## config.mk

```make
export PLATFORM = sky130hd
export DESIGN_NAME = instr_sequencer
export DESIGN_NICKNAME = d
export VERILOG_FILES = /design/src/rtl/proc_pkg.sv /design/src/rtl/exec_watchdog.sv /design/src/rtl/instr_sequencer.sv
export SDC_FILE = /design/constraint.sdc
export NUM_CORES = 1
export LEC_CHECK = 0
export BUFFER_PORTS_ARGS = -buffer_cell sky130_fd_sc_hd__buf_2
export CELL_PAD_IN_SITES_DETAIL_PLACEMENT = 1
export CELL_PAD_IN_SITES_GLOBAL_PLACEMENT = 1
export CORE_ASPECT_RATIO = 1.5
export CORE_MARGIN = 2
export CORE_UTILIZATION = 30
export CTS_CLUSTER_DIAMETER = 60
export DETAILED_ROUTE_END_ITERATION = 6
export HOLD_SLACK_MARGIN = 0.12
export PLACE_DENSITY = 0.65
export SYNTH_ARGS = -nofsm -noshare
export SYNTH_HDL_FRONTEND = slang
export SYNTH_SLANG_ARGS = --single-unit
export TNS_END_PERCENT = 30
```

## constraint.sdc

```tcl
create_clock -name clk -period 3.5 [get_ports clk]
set_input_delay 0.525 -clock clk [delete_from_list [all_inputs] [get_ports clk]]
set_output_delay 0.525 -clock clk [all_outputs]
set_load 0.1 [all_outputs]
```

## src/rtl/proc_pkg.sv

```systemverilog
// Shared definitions for the instruction sequencer and its datapath neighbours:
// opcodes, IR field positions and the sequencer state type.
package proc_pkg;

  localparam logic [4:0] OP_MOVSGPR = 5'b00000;
  localparam logic [4:0] OP_MOV     = 5'b00001;
  localparam logic [4:0] OP_ADD     = 5'b00010;
  localparam logic [4:0] OP_SUB     = 5'b00011;
  localparam logic [4:0] OP_MUL     = 5'b00100;
  localparam logic [4:0] OP_HALT    = 5'b11111;

  localparam int OPER_MSB  = 31;
  localparam int OPER_LSB  = 27;
  localparam int RDST_MSB  = 26;
  localparam int RDST_LSB  = 22;
  localparam int RSRC1_MSB = 21;
  localparam int RSRC1_LSB = 17;
  localparam int MODE_BIT  = 16;
  localparam int RSRC2_MSB = 15;
  localparam int RSRC2_LSB = 11;
  localparam int IMM_MSB   = 15;
  localparam int IMM_LSB   = 0;

  typedef enum logic [2:0] {
    ST_IDLE,
    ST_FETCH,
    ST_DECODE,
    ST_EXEC,
    ST_HALT,
    ST_ERROR
  } seq_state_t;

  function automatic logic is_legal_op(input logic [4:0] op);
    return (op == OP_MOVSGPR) || (op == OP_MOV) || (op == OP_ADD) ||
           (op == OP_SUB) || (op == OP_MUL) || (op == OP_HALT);
  endfunction

endpackage

```

## src/rtl/exec_watchdog.sv

```systemverilog
// Counts consecutive stalled EXEC cycles; o_expired is combinational and fires in the
// stalled cycle that would be the TIMEOUT-th one, so the caller can leave on that edge.
module exec_watchdog #(
  parameter int TIMEOUT = 64
) (
  input  logic i_clk,
  input  logic i_rst_n,
  input  logic i_clr,
  input  logic i_en,
  output logic o_expired
);

  localparam int CNT_W = $clog2(TIMEOUT + 1);

  logic [CNT_W-1:0] r_cnt;

  always_ff @(posedge i_clk) begin
    if (!i_rst_n || i_clr) begin
      r_cnt <= '0;
    end else if (i_en) begin
      r_cnt <= r_cnt + 1'b1;
    end
  end

  assign o_expired = i_en && (r_cnt == CNT_W'(TIMEOUT - 1));

endmodule

```

## src/rtl/instr_sequencer.sv

```systemverilog
// Fetch/decode/execute controller: 3 cycles minimum per instruction (FETCH, DECODE, EXEC).
// EXEC holds exec_valid and ir until exec_ready; a stall of TIMEOUT cycles aborts to ERROR.
module instr_sequencer
  import proc_pkg::*;
#(
  parameter int ADDR_W  = 8,
  parameter int TIMEOUT = 64
) (
  input  logic              clk,
  input  logic              rst_n,
  input  logic              start,
  output logic              imem_rd_en,
  output logic [ADDR_W-1:0] imem_addr,
  input  logic [31:0]       imem_rdata,
  output logic [31:0]       ir,
  output logic              exec_valid,
  input  logic              exec_ready,
  output logic              busy,
  output logic              halted,
  output logic              err_illegal,
  output logic              err_timeout,
  output logic [15:0]       instr_count
);

  seq_state_t        r_state;
  seq_state_t        w_next;
  logic [ADDR_W-1:0] r_pc;
  logic [31:0]       r_ir;
  logic [15:0]       r_count;
  logic              r_err_ill;
  logic              r_err_to;

  logic       w_launch;
  logic       w_handshake;
  logic       w_expired;
  logic [4:0] w_rd_op;

  assign w_rd_op     = imem_rdata[OPER_MSB:OPER_LSB];
  assign w_launch    = start && ((r_state == ST_IDLE) || (r_state == ST_HALT) ||
                                 (r_state == ST_ERROR));
  assign w_handshake = exec_valid && exec_ready;

  exec_watchdog #(
    .TIMEOUT (TIMEOUT)
  ) u_watchdog (
    .i_clk     (clk),
    .i_rst_n   (rst_n),
    .i_clr     (r_state != ST_EXEC),
    .i_en      ((r_state == ST_EXEC) && !exec_ready),
    .o_expired (w_expired)
  );

  always_ff @(posedge clk) begin
    if (!rst_n) begin
      r_state <= ST_IDLE;
    end else begin
      r_state <= w_next;
    end
  end

  always_comb begin
    w_next     = r_state;
    imem_rd_en = 1'b0;
    exec_valid = 1'b0;
    busy       = 1'b0;
    halted     = 1'b0;
    case (r_state)
      ST_IDLE, ST_HALT, ST_ERROR: begin
        halted = (r_state == ST_HALT);
        if (start) w_next = ST_FETCH;
      end
      ST_FETCH: begin
        imem_rd_en = 1'b1;
        busy       = 1'b1;
        w_next     = ST_DECODE;
      end
      ST_DECODE: begin
        busy = 1'b1;
        if (w_rd_op == OP_HALT)        w_next = ST_HALT;
        else if (!is_legal_op(w_rd_op)) w_next = ST_ERROR;
        else                            w_next = ST_EXEC;
      end
      ST_EXEC: begin
        busy       = 1'b1;
        exec_valid = 1'b1;
        if (exec_ready)     w_next = ST_FETCH;
        else if (w_expired) w_next = ST_ERROR;
      end
      default: w_next = ST_IDLE;
    endcase
  end

  // A restart and a decode can never coincide, so their updates of r_pc do not overlap.
  always_ff @(posedge clk) begin
    if (!rst_n) begin
      r_pc      <= '0;
      r_ir      <= '0;
      r_count   <= '0;
      r_err_ill <= 1'b0;
      r_err_to  <= 1'b0;
    end else begin
      if (w_launch) begin
        r_pc      <= '0;
        r_count   <= '0;
        r_err_ill <= 1'b0;
        r_err_to  <= 1'b0;
      end
      if (r_state == ST_DECODE) begin
        r_ir <= imem_rdata;
        r_pc <= r_pc + ADDR_W'(1);
        if (!is_legal_op(w_rd_op)) r_err_ill <= 1'b1;
      end
      if (w_handshake && (r_count != 16'hFFFF)) begin
        r_count <= r_count + 16'd1;
      end
      if ((r_state == ST_EXEC) && w_expired) begin
        r_err_to <= 1'b1;
      end
    end
  end

  assign imem_addr   = r_pc;
  assign ir          = r_ir;
  assign err_illegal = r_err_ill;
  assign err_timeout = r_err_to;
  assign instr_count = r_count;

endmodule

```

==> results of run 1 <==
## critical path, stage by stage (launching register included)
cell	delay (ns)
dfxtp_1	0.59
inv_1	0.14
nor2_1	0.25
buf_2	0.48
## report_power, final
part	switching (mW)	total, mW	internal (mW)	leakage, nW
registers	0.0272	0.826	0.799	0.549
clock network	0.329	0.899	0.570	0.147
logic	0.303	0.373	0.0706	0.913
## final cells by class
cell class                 count  area (µm²)  area share
tap                          117         146      0.0372
sequential                    68        1360       0.346
multi-input combinational    284        1610       0.408
clock buffer                  12         246      0.0626
clock inverter                 4        48.8      0.0124
timing repair buffer         101         515       0.131
inverter                       4        15.0     0.00381
## final timing paths
path | start | to | slack (ns) | cells past startpoint
max | r_state[1]$_SDFFE_PN0P_ | exec_valid | 1.18 | 3
min | imem_rdata[15] | ir[15]$_SDFFE_PN0P_ | 0.43 | 3
max reg2reg | r_state[1]$_SDFFE_PN0P_ | imem_addr[4]$_SDFFE_PN0P_ | 1.34 | 5
min reg2reg | ir[15]$_SDFFE_PN0P_ | ir[15]$_SDFFE_PN0P_ | 0.46 | 2
## Yosys cell counts, types with 2 or more instances
library cell  number
nor2_1            20
o221ai_1           5
nor3_1             6
nand2b_1           4
dfxtp_1           68
buf_6              2
nand3_1           19
a311oi_1           2
xor2_1             6
inv_1              3
nand4_1            9
nand2_1           85
o2111ai_1          2
o21ai_1            7
o211ai_1           8
and4_1             5
clkbuf_1           6
and2_1             3
buf_2             13
a31oi_1            9
a41oi_1            2
o21ai_0            2
a21oi_1           43
nor2b_1            3
or3_1              4
nor4_1             5
and3_1             4
ha_1               3
or2_0              3
buf_1              3
## routing by layer
layer	part of all wire	vias to the layer above	track usage
met1	0.43	1491	0.210
met3	0.062	19	0.0603
met5	0	-	0
met4	0.026	0	0.0836
li1	-	1544	-
met2	0.48	85	0.286
## cell families (layout without fill, tap and decap cells)
| kind of cell | count (synthesis) | after routing | synth area share |
|---|---|---|---|
| DFF | 68 | 68 | 0.438 |
| AOI/OAI and AO/OA | 90 | 90 | 0.181 |
| buffers and inverters | 29 | 121 | 0.0463 |
| and+or+nand+nor | 184 | 184 | 0.303 |
| muxes | 1 | 1 | 0.00322 |
| xor gates and xnor gates | 6 | 6 | 0.0169 |
| adders and majority gates | 3 | 3 | 0.0121 |
## registers in the layout (all words and copies together), names as in the netlist
signal and count:
err_illegal 1, err_timeout 1, imem_addr 8, instr_count 16
ir 32, r_state 3, u_watchdog.r_cnt 7
## metrics by stage
stage          instance area (µm²)  hold WS, ns  total power [mW]
4_1_cts                       3940        0.417              2.13
3_5_place_dp                  3640        0.449              1.22
5_1_grt                       3940        0.432              2.20
6_report                      3940        0.429              2.10
2_1_floorplan                 3110        0.479              1.13
3_3_place_gp                  3640        0.441              1.22
==> results by group, run 1 <==
Outcome
  • Outcome: finished, final reports clean

Layout
  • Layout fillers: 1227
  • Final core utilization: 0.391
  • Proportion of layout cells with a drive suffix above 1: 0.260
  • Nets: 507
  • Commonest cells after routing, fill and taps aside: 97 x buf_2, 85 x nand2_1, 68 x dfxtp_1
  • Commonest non-fill, non-tap cell in the layout: buf_2
  • Layout area overhead: 26.9%
  • N_diodes: 0
  • Finished Layout Cells: 590

Yosys
  • Post-synth top area share: 0.438
  • Top cells by area, synth: dfxtp_1 44%, nand2_1 10%, a21oi_1 6.9%
  • Seq/Total Area, Yosys: 0.438
  • Synth Register Bits: 68
  • Syn Inst Count: 381
  • Synth cell types: 57
  • Synth area leader: dfxtp_1
  • Post-Syn Area: 3110 µm²
  • Post-synth top flop: dfxtp_1
  • Syn. warnings: 0
  • Mapped Nets: 420
  • Syn_area_per_cell: 8.15 µm²
  • Asr flop ratio synth: 0
  • Post-synth EDFFs: 0

Worst setup path
  • Startpoint types: flop
  • Data arrival, critical path: 1.79 ns
  • Crit path kind: flop to primary output
  • Crit-path max FO: 13
  • Worst Setup End Kind: primary output
  • Worst path required time: 2.97 ns

Floorplanning
  • Die height: 129 µm
  • Die area: 11200 µm²
  • Rows: 45
  • Ports: 98
  • Width of the die: 87.1 µm
  • Initial Util: 0.308
  • Core area: 10100 µm²

Clock tree
  • Postcts setup bufs: 0
  • CTS tree: built
  • Clk_lat worst skew: 0.33 ns
  • Clock buffer depth: 2
  • TritonCTS buffer count: 9
  • # resized after CTS: 0
  • # hold bufs at CTS: 0
  • Num Clock Sinks: 68
  • Clock-pin slew on the worst setup and hold paths: 0.06 ns
  • Root Buffer: clkbuf_16
  • H-tree Lvls: 3

GRT
  • Vias in the first global route: 3261
  • Grt ovf: 0
  • Largest net degree at the start of global routing: 50
  • Tot GR Track Use: 0.178
  • Initial antenna violation count: 0
  • First-pass GRT wire length: 15.8 mm

Timing
  • Final worst-path cycle share: 0.662
  • RSZ-0062 raised after global routing: false
  • Setup Skew: 0.00628 ns
  • Post-Route Setup TNS: 0 ns
  • Setup ws final: 1.18 ns
  • Hold Vio Cnt, Final: 0
  • Slew Viols, Final: 0
  • Max Clk Rate: 432 MHz
  • Slew @ Worst Pin: 0.914 ns
  • Post-route minimum period: 2.32 ns
  • Max-slew headroom: 0.391
  • Final setup vio count: 0

Pwr
  • Pwr Density: 533 nW/µm²
  • Leakage power: 1.61 nW
  • VDD IR-drop max: 245 µV

Detailed routing
  • Post-route DRC: 0
  • Drt first pass iters: 4
  • Vias per cell: 5.32
  • WL final: 9.48 mm
  • Remaining antenna violation count after routing: 0
  • DRT iter0 DRCs: 56
  • Vias: 3139
  • Drt wl/cell: 16.1 µm

Placement
  • Placed cell count: 574
  • IO Port Bufs: 97
  • GPL Wtd Cong: 0.781
  • Pre-CTS setup slack: 1.32 ns
  • Final HPWL DP: 6.85 mm

Min path
  • Worst min path class: input port to flop

Job
  • # Max-Cap Violations: 0
Power figures use the tool's default switching activity.
==> run 2, diff against run 1 <==
PLACE_DENSITY = 0.68   (was 0.65)
clock period = 1.9 ns   (was 3.5 ns; I/O delays follow)
==> results by group, run 2 (synthesis results as in run 1) <==
Layout
  • Layout area overhead: 35.3%
  • Commonest cells after routing, fill and taps aside: 93 x buf_2, 85 x nand2_1, 67 x dfxtp_1
  • Nets: 529
  • N_diodes: 0
  • Max reg flops: 32
  • Layout fillers: 1219
  • Final instance area: 4200 µm²
  • Commonest non-fill, non-tap cell in the layout: buf_2
  • Proportion of layout cells with a drive suffix above 1: 0.303

Floorplanning
  • Die height: 129 µm
  • Core area: 10100 µm²
  • Ports: 98
  • Initial Util: 0.308
  • Rows: 45
  • Width of the die: 87.1 µm
  • Die area: 11200 µm²

Placement
  • Placed cell area: 3870 µm²
  • GPL Wtd Cong: 0.805
  • Final HPWL DP: 7.38 mm
  • IO Port Bufs: 97

GRT
  • Largest net degree at the start of global routing: 49
  • Tot GR Track Use: 0.184
  • Grt ovf: 0
  • Vias in the first global route: 3357
  • First-pass GRT wire length: 16.3 mm
  • Initial antenna violation count: 0

Timing
  • Max Clk Rate: 568 MHz
  • Final setup vio count: 0
  • Post-route minimum period: 1.76 ns
  • Max-slew headroom: 0.656
  • Hold Vio Cnt, Final: 0
  • Fin Hold WS: 0.195 ns
  • Slew @ Worst Pin: 0.519 ns
  • RSZ-0062 raised after global routing: false
  • Slew Viols, Final: 0
  • Final worst-path cycle share: 0.927
  • Post-Route Setup TNS: 0 ns
  • Setup Skew: 0.00645 ns

Worst setup path
  • Crit path kind: flop to primary output
  • Worst path required time: 1.62 ns
  • Crit-path max FO: 9
  • Worst Setup End Kind: primary output
  • Startpoint types: flop
  • Data arrival, critical path: 1.48 ns

Detailed routing
  • Post-route DRC: 0
  • Vias per cell: 5.34
  • Drt first pass iters: 4
  • Vias: 3270
  • Remaining antenna violation count after routing: 0
  • Drt wl/cell: 16.3 µm
  • DRT iter0 DRCs: 98
  • WL final: 9.98 mm

Clock tree
  • H-tree Lvls: 3
  • Root Buffer: clkbuf_16
  • Postcts setup bufs: 0
  • Num Clock Sinks: 68
  • Clock-pin slew on the worst setup and hold paths: 0.06 ns
  • TritonCTS buffer count: 9
  • CTS tree: built
  • Clock buffer depth: 2
  • Clk_lat worst skew: 0.33 ns

Pwr
  • Pwr Total: 4.09 mW
  • VDD IR-drop max: 621 µV
  • Leakage power: 1.75 nW
  • Pwr Density: 973 nW/µm²

Min path
  • Worst min path class: input port to flop

Job
  • # Max-Cap Violations: 0

Outcome
  • Outcome: finished, final reports clean
run 2: timing repair:
item / in CTS / in global routing
gates resized for setup: 0 / 3
hold buffers: 0 / 0
endpoints found under the setup margin: 0 / 5
run 2: per-stage QoR:
stage / instances / utilization / worst slack, ns
floorplan: 381 / - / -0.447
global placement: 596 / 0.384 / 0.252
detailed placement: 596 / 0.384 / 0.183
CTS: 612 / 0.416 / 0.0263
global route: 612 / 0.417 / 0.0545
finish: 612 / 0.417 / 0.139
run 2: path summary, 6_finish.rpt:
kind                                             startpoint                           end  slack (ns)  cells after the start
worst max-delay path                r_state[1]$_SDFFE_PN0P_                          busy        0.14                      4
worst min-delay path                         imem_rdata[19]           ir[19]$_SDFFE_PN0P_        0.19                      3
worst max register to register  instr_count[1]$_SDFFE_PN0P_  instr_count[14]$_SDFFE_PN0P_        0.17                      6
worst min register to register          ir[10]$_SDFFE_PN0P_           ir[10]$_SDFFE_PN0P_        0.45                      2
run 2: routing by layer:
metal,vias up,share of wire,GRT usage
li1,1593,-,-
met1,1573,0.41,0.213
met2,90,0.50,0.312
met3,14,0.064,0.0545
met4,0,0.020,0.0754
met5,-,0,0
run 2: area by class of cell:
cell class / instances / area, µm² / share of cell area
clock buffer: 10 / 239 / 0.0569
timing repair buffer: 123 / 741 / 0.176
multi-input combinational: 284 / 1610 / 0.383
clock inverter: 6 / 87.6 / 0.0208
sequential: 68 / 1360 / 0.324
tap: 117 / 146 / 0.0348
inverter: 4 / 15.0 / 0.00357
run 2: report_power, final:
group          internal (mW)  total, mW  switching (mW)
clock                   1.18       1.81           0.627
sequential              1.47       1.51          0.0422
combinational          0.183      0.765           0.581
total                   2.84       4.09            1.25
run 2: critical path, cell delays in order, from the launching register on:
cell and delay [ns]:
dfxtp_1 0.39, buf_4 0.21, nor2_1 0.06, nor2_1 0.13, clkbuf_4 0.36
==> run 3, diff against run 2 <==
CORE_ASPECT_RATIO = 1.1   (was 1.5)
==> results by group, run 3 (synthesis results as in run 1) <==
GRT
  • Grt ovf: 0
  • Met3 Use GR: 0.0561
  • Vias in the first global route: 3294
  • Most Used Layer, Global Route: met2
  • Largest net degree at the start of global routing: 40
  • Met2 global-route usage: 0.292
  • Tot GR Track Use: 0.172
  • First-pass GRT wire length: 15.5 mm
  • Initial antenna violation count: 0
  • Grt met1 use: 0.207

Timing
  • Setup Skew: 0.00715 ns
  • Fin Hold WS: 0.185 ns
  • Hold Vio Cnt, Final: 0
  • Slew Viols, Final: 0
  • Setup ws final: 0.129 ns
  • Post-Route Setup TNS: 0 ns
  • Slew @ Worst Pin: 0.511 ns
  • Post-route minimum period: 1.77 ns
  • RSZ-0062 raised after global routing: false
  • Final setup vio count: 0
  • Max-slew headroom: 0.662
  • Max Clk Rate: 565 MHz
  • Final worst-path cycle share: 0.932

Clock tree
  • Clk_lat worst skew: 0.34 ns
  • Num Clock Sinks: 68
  • CTS tree: built
  • Root Buffer: clkbuf_8
  • Clock buffer depth: 2
  • H-tree Lvls: 3
  • Postcts setup bufs: 0
  • Clock-pin slew on the worst setup and hold paths: 0.08 ns
  • TritonCTS buffer count: 9

Layout
  • N_diodes: 0
  • Final instance area: 4040 µm²
  • Commonest cells after routing, fill and taps aside: 93 x buf_2, 85 x nand2_1, 65 x dfxtp_1
  • Proportion of layout cells with a drive suffix above 1: 0.302
  • Commonest non-fill, non-tap cell in the layout: buf_2
  • Layout area overhead: 30.1%
  • Max reg flops: 32
  • Nets: 530

Placement
  • Pre-CTS setup slack: 0.0766 ns
  • Final HPWL DP: 6.86 mm
  • IO Port Bufs: 97
  • Placed cell area: 3870 µm²
  • GPL Wtd Cong: 0.761

Pwr
  • Sequential group share of total power: 0.458
  • Sw power: 1.15 mW
  • Comb pwr share: 0.228
  • Power share of the clock group: 0.314
  • Pwr Density: 819 nW/µm²
  • VDD IR-drop max: 406 µV
  • Pwr Total: 3.31 mW
  • Leakage power: 1.67 nW
  • Cell internal pwr: 2.16 mW
  • Sw Share: 0.348

Floorplanning
  • Width of the die: 101 µm
  • Ports: 98
  • Initial Util: 0.311
  • Rows: 38
  • Core area: 9980 µm²
  • Die height: 111 µm
  • Die area: 11200 µm²

Detailed routing
  • Post-route DRC: 0
  • WL final: 9.51 mm
  • Drt first pass iters: 4
  • Remaining antenna violation count after routing: 0
  • Vias: 3235
  • Drt wl/cell: 15.4 µm
  • DRT iter0 DRCs: 81
  • Vias per cell: 5.25

Job
  • # Max-Cap Violations: 0

Worst setup path
  • Highest-delay cell along the critical path: or4b_1
  • Startpoint types: flop
  • Worst path required time: 2.15 ns
  • Data arrival, critical path: 2.02 ns
  • Crit path kind: flop to flop
  • Top cell family by delay on the critical path: simple AND/OR/NAND/NOR gates
  • Crit-path max FO: 7
  • Worst path cell trace: ha_1 > and3_2 > and4_4 > or4b_1 > o221ai_1
  • Buf+Inv Stages, Crit Path: 0
  • Worst Setup End Kind: flop
  • CP max stage delay: 0.49 ns

Min path
  • Worst min path class: input port to flop

Outcome
  • Outcome: finished, final reports clean
## run 3: changes by cell type in the layout (fill, tap and decap cells not counted)
| cell | before | now |
|---|---|---|
| clkbuf_8 | 1 | 10 |
| and3_1 | 4 | 3 |
| buf_4 | 24 | 28 |
| dfxtp_1 | 67 | 65 |
| and3_2 | 0 | 1 |
| dfxtp_2 | 1 | 3 |
| clkinv_4 | 2 | 0 |
| clkbuf_1 | 0 | 4 |
| buf_12 | 4 | 3 |
| clkbuf_4 | 2 | 0 |
| clkbuf_16 | 9 | 0 |
| bufinv_16 | 2 | 0 |
## run 3: cell type report
| type | count | area (µm²) |
|---|---|---|
| clock buffer | 14 | 153 |
| clock inverter | 2 | 10.0 |
| fill | 1261 | 5940 |
| inverter | 4 | 15.0 |
| multi-input combinational | 284 | 1610 |
| sequential | 68 | 1370 |
| tap | 120 | 150 |
| timing repair buffer | 124 | 736 |
## run 3: worst register-to-register path, cell delays in order (launching register included)
cell	delay, ns
dfxtp_2	0.36
ha_1	0.25
and3_2	0.29
and4_4	0.20
or4b_1	0.49
o221ai_1	0.09
## run 3: timing repair
action / 4_1_cts / 5_1_grt
pin swaps: 0 / 0
endpoints found under the setup margin: 2 / 9
hold endpoints to repair: 0 / 0
hold buffers: 0 / 0
resized for setup: 2 / 4
## run 3: final timing paths
check                              start                      endpoint  slack, ns  cells past startpoint
max          instr_count[0]$_SDFFE_PN0P_  instr_count[13]$_SDFFE_PN0P_       0.13                      5
min reg2reg          ir[21]$_SDFFE_PN0P_           ir[21]$_SDFFE_PN0P_       0.45                      2
max reg2reg  instr_count[0]$_SDFFE_PN0P_  instr_count[13]$_SDFFE_PN0P_       0.13                      5
min                       imem_rdata[21]           ir[21]$_SDFFE_PN0P_       0.18                      3
## run 3: routing by layer
| layer | routed length, µm | share of wire |
|---|---|---|
| met4 | 113 | 0.012 |
| met2 | 4700 | 0.49 |
| met1 | 4190 | 0.44 |
| met5 | 0 | 0 |
| met3 | 495 | 0.052 |
## run 3: per-stage QoR
stage	util	instances
2_1_floorplan	-	381
6_report	0.405	616
3_5_place_dp	0.387	600
4_1_cts	0.404	616
5_1_grt	0.405	616
3_3_place_gp	0.387	600
## run 3: power groups by stage
stage | clock [mW] | combinational (mW) | sequential, mW
after floorplan | 0 | 0.305 | 1.79
after global placement | 0 | 0.746 | 1.54
after detailed placement | 0 | 0.757 | 1.55
after CTS | 1.09 | 0.763 | 1.51
after global routing | 1.15 | 0.805 | 1.52
final | 1.04 | 0.754 | 1.52
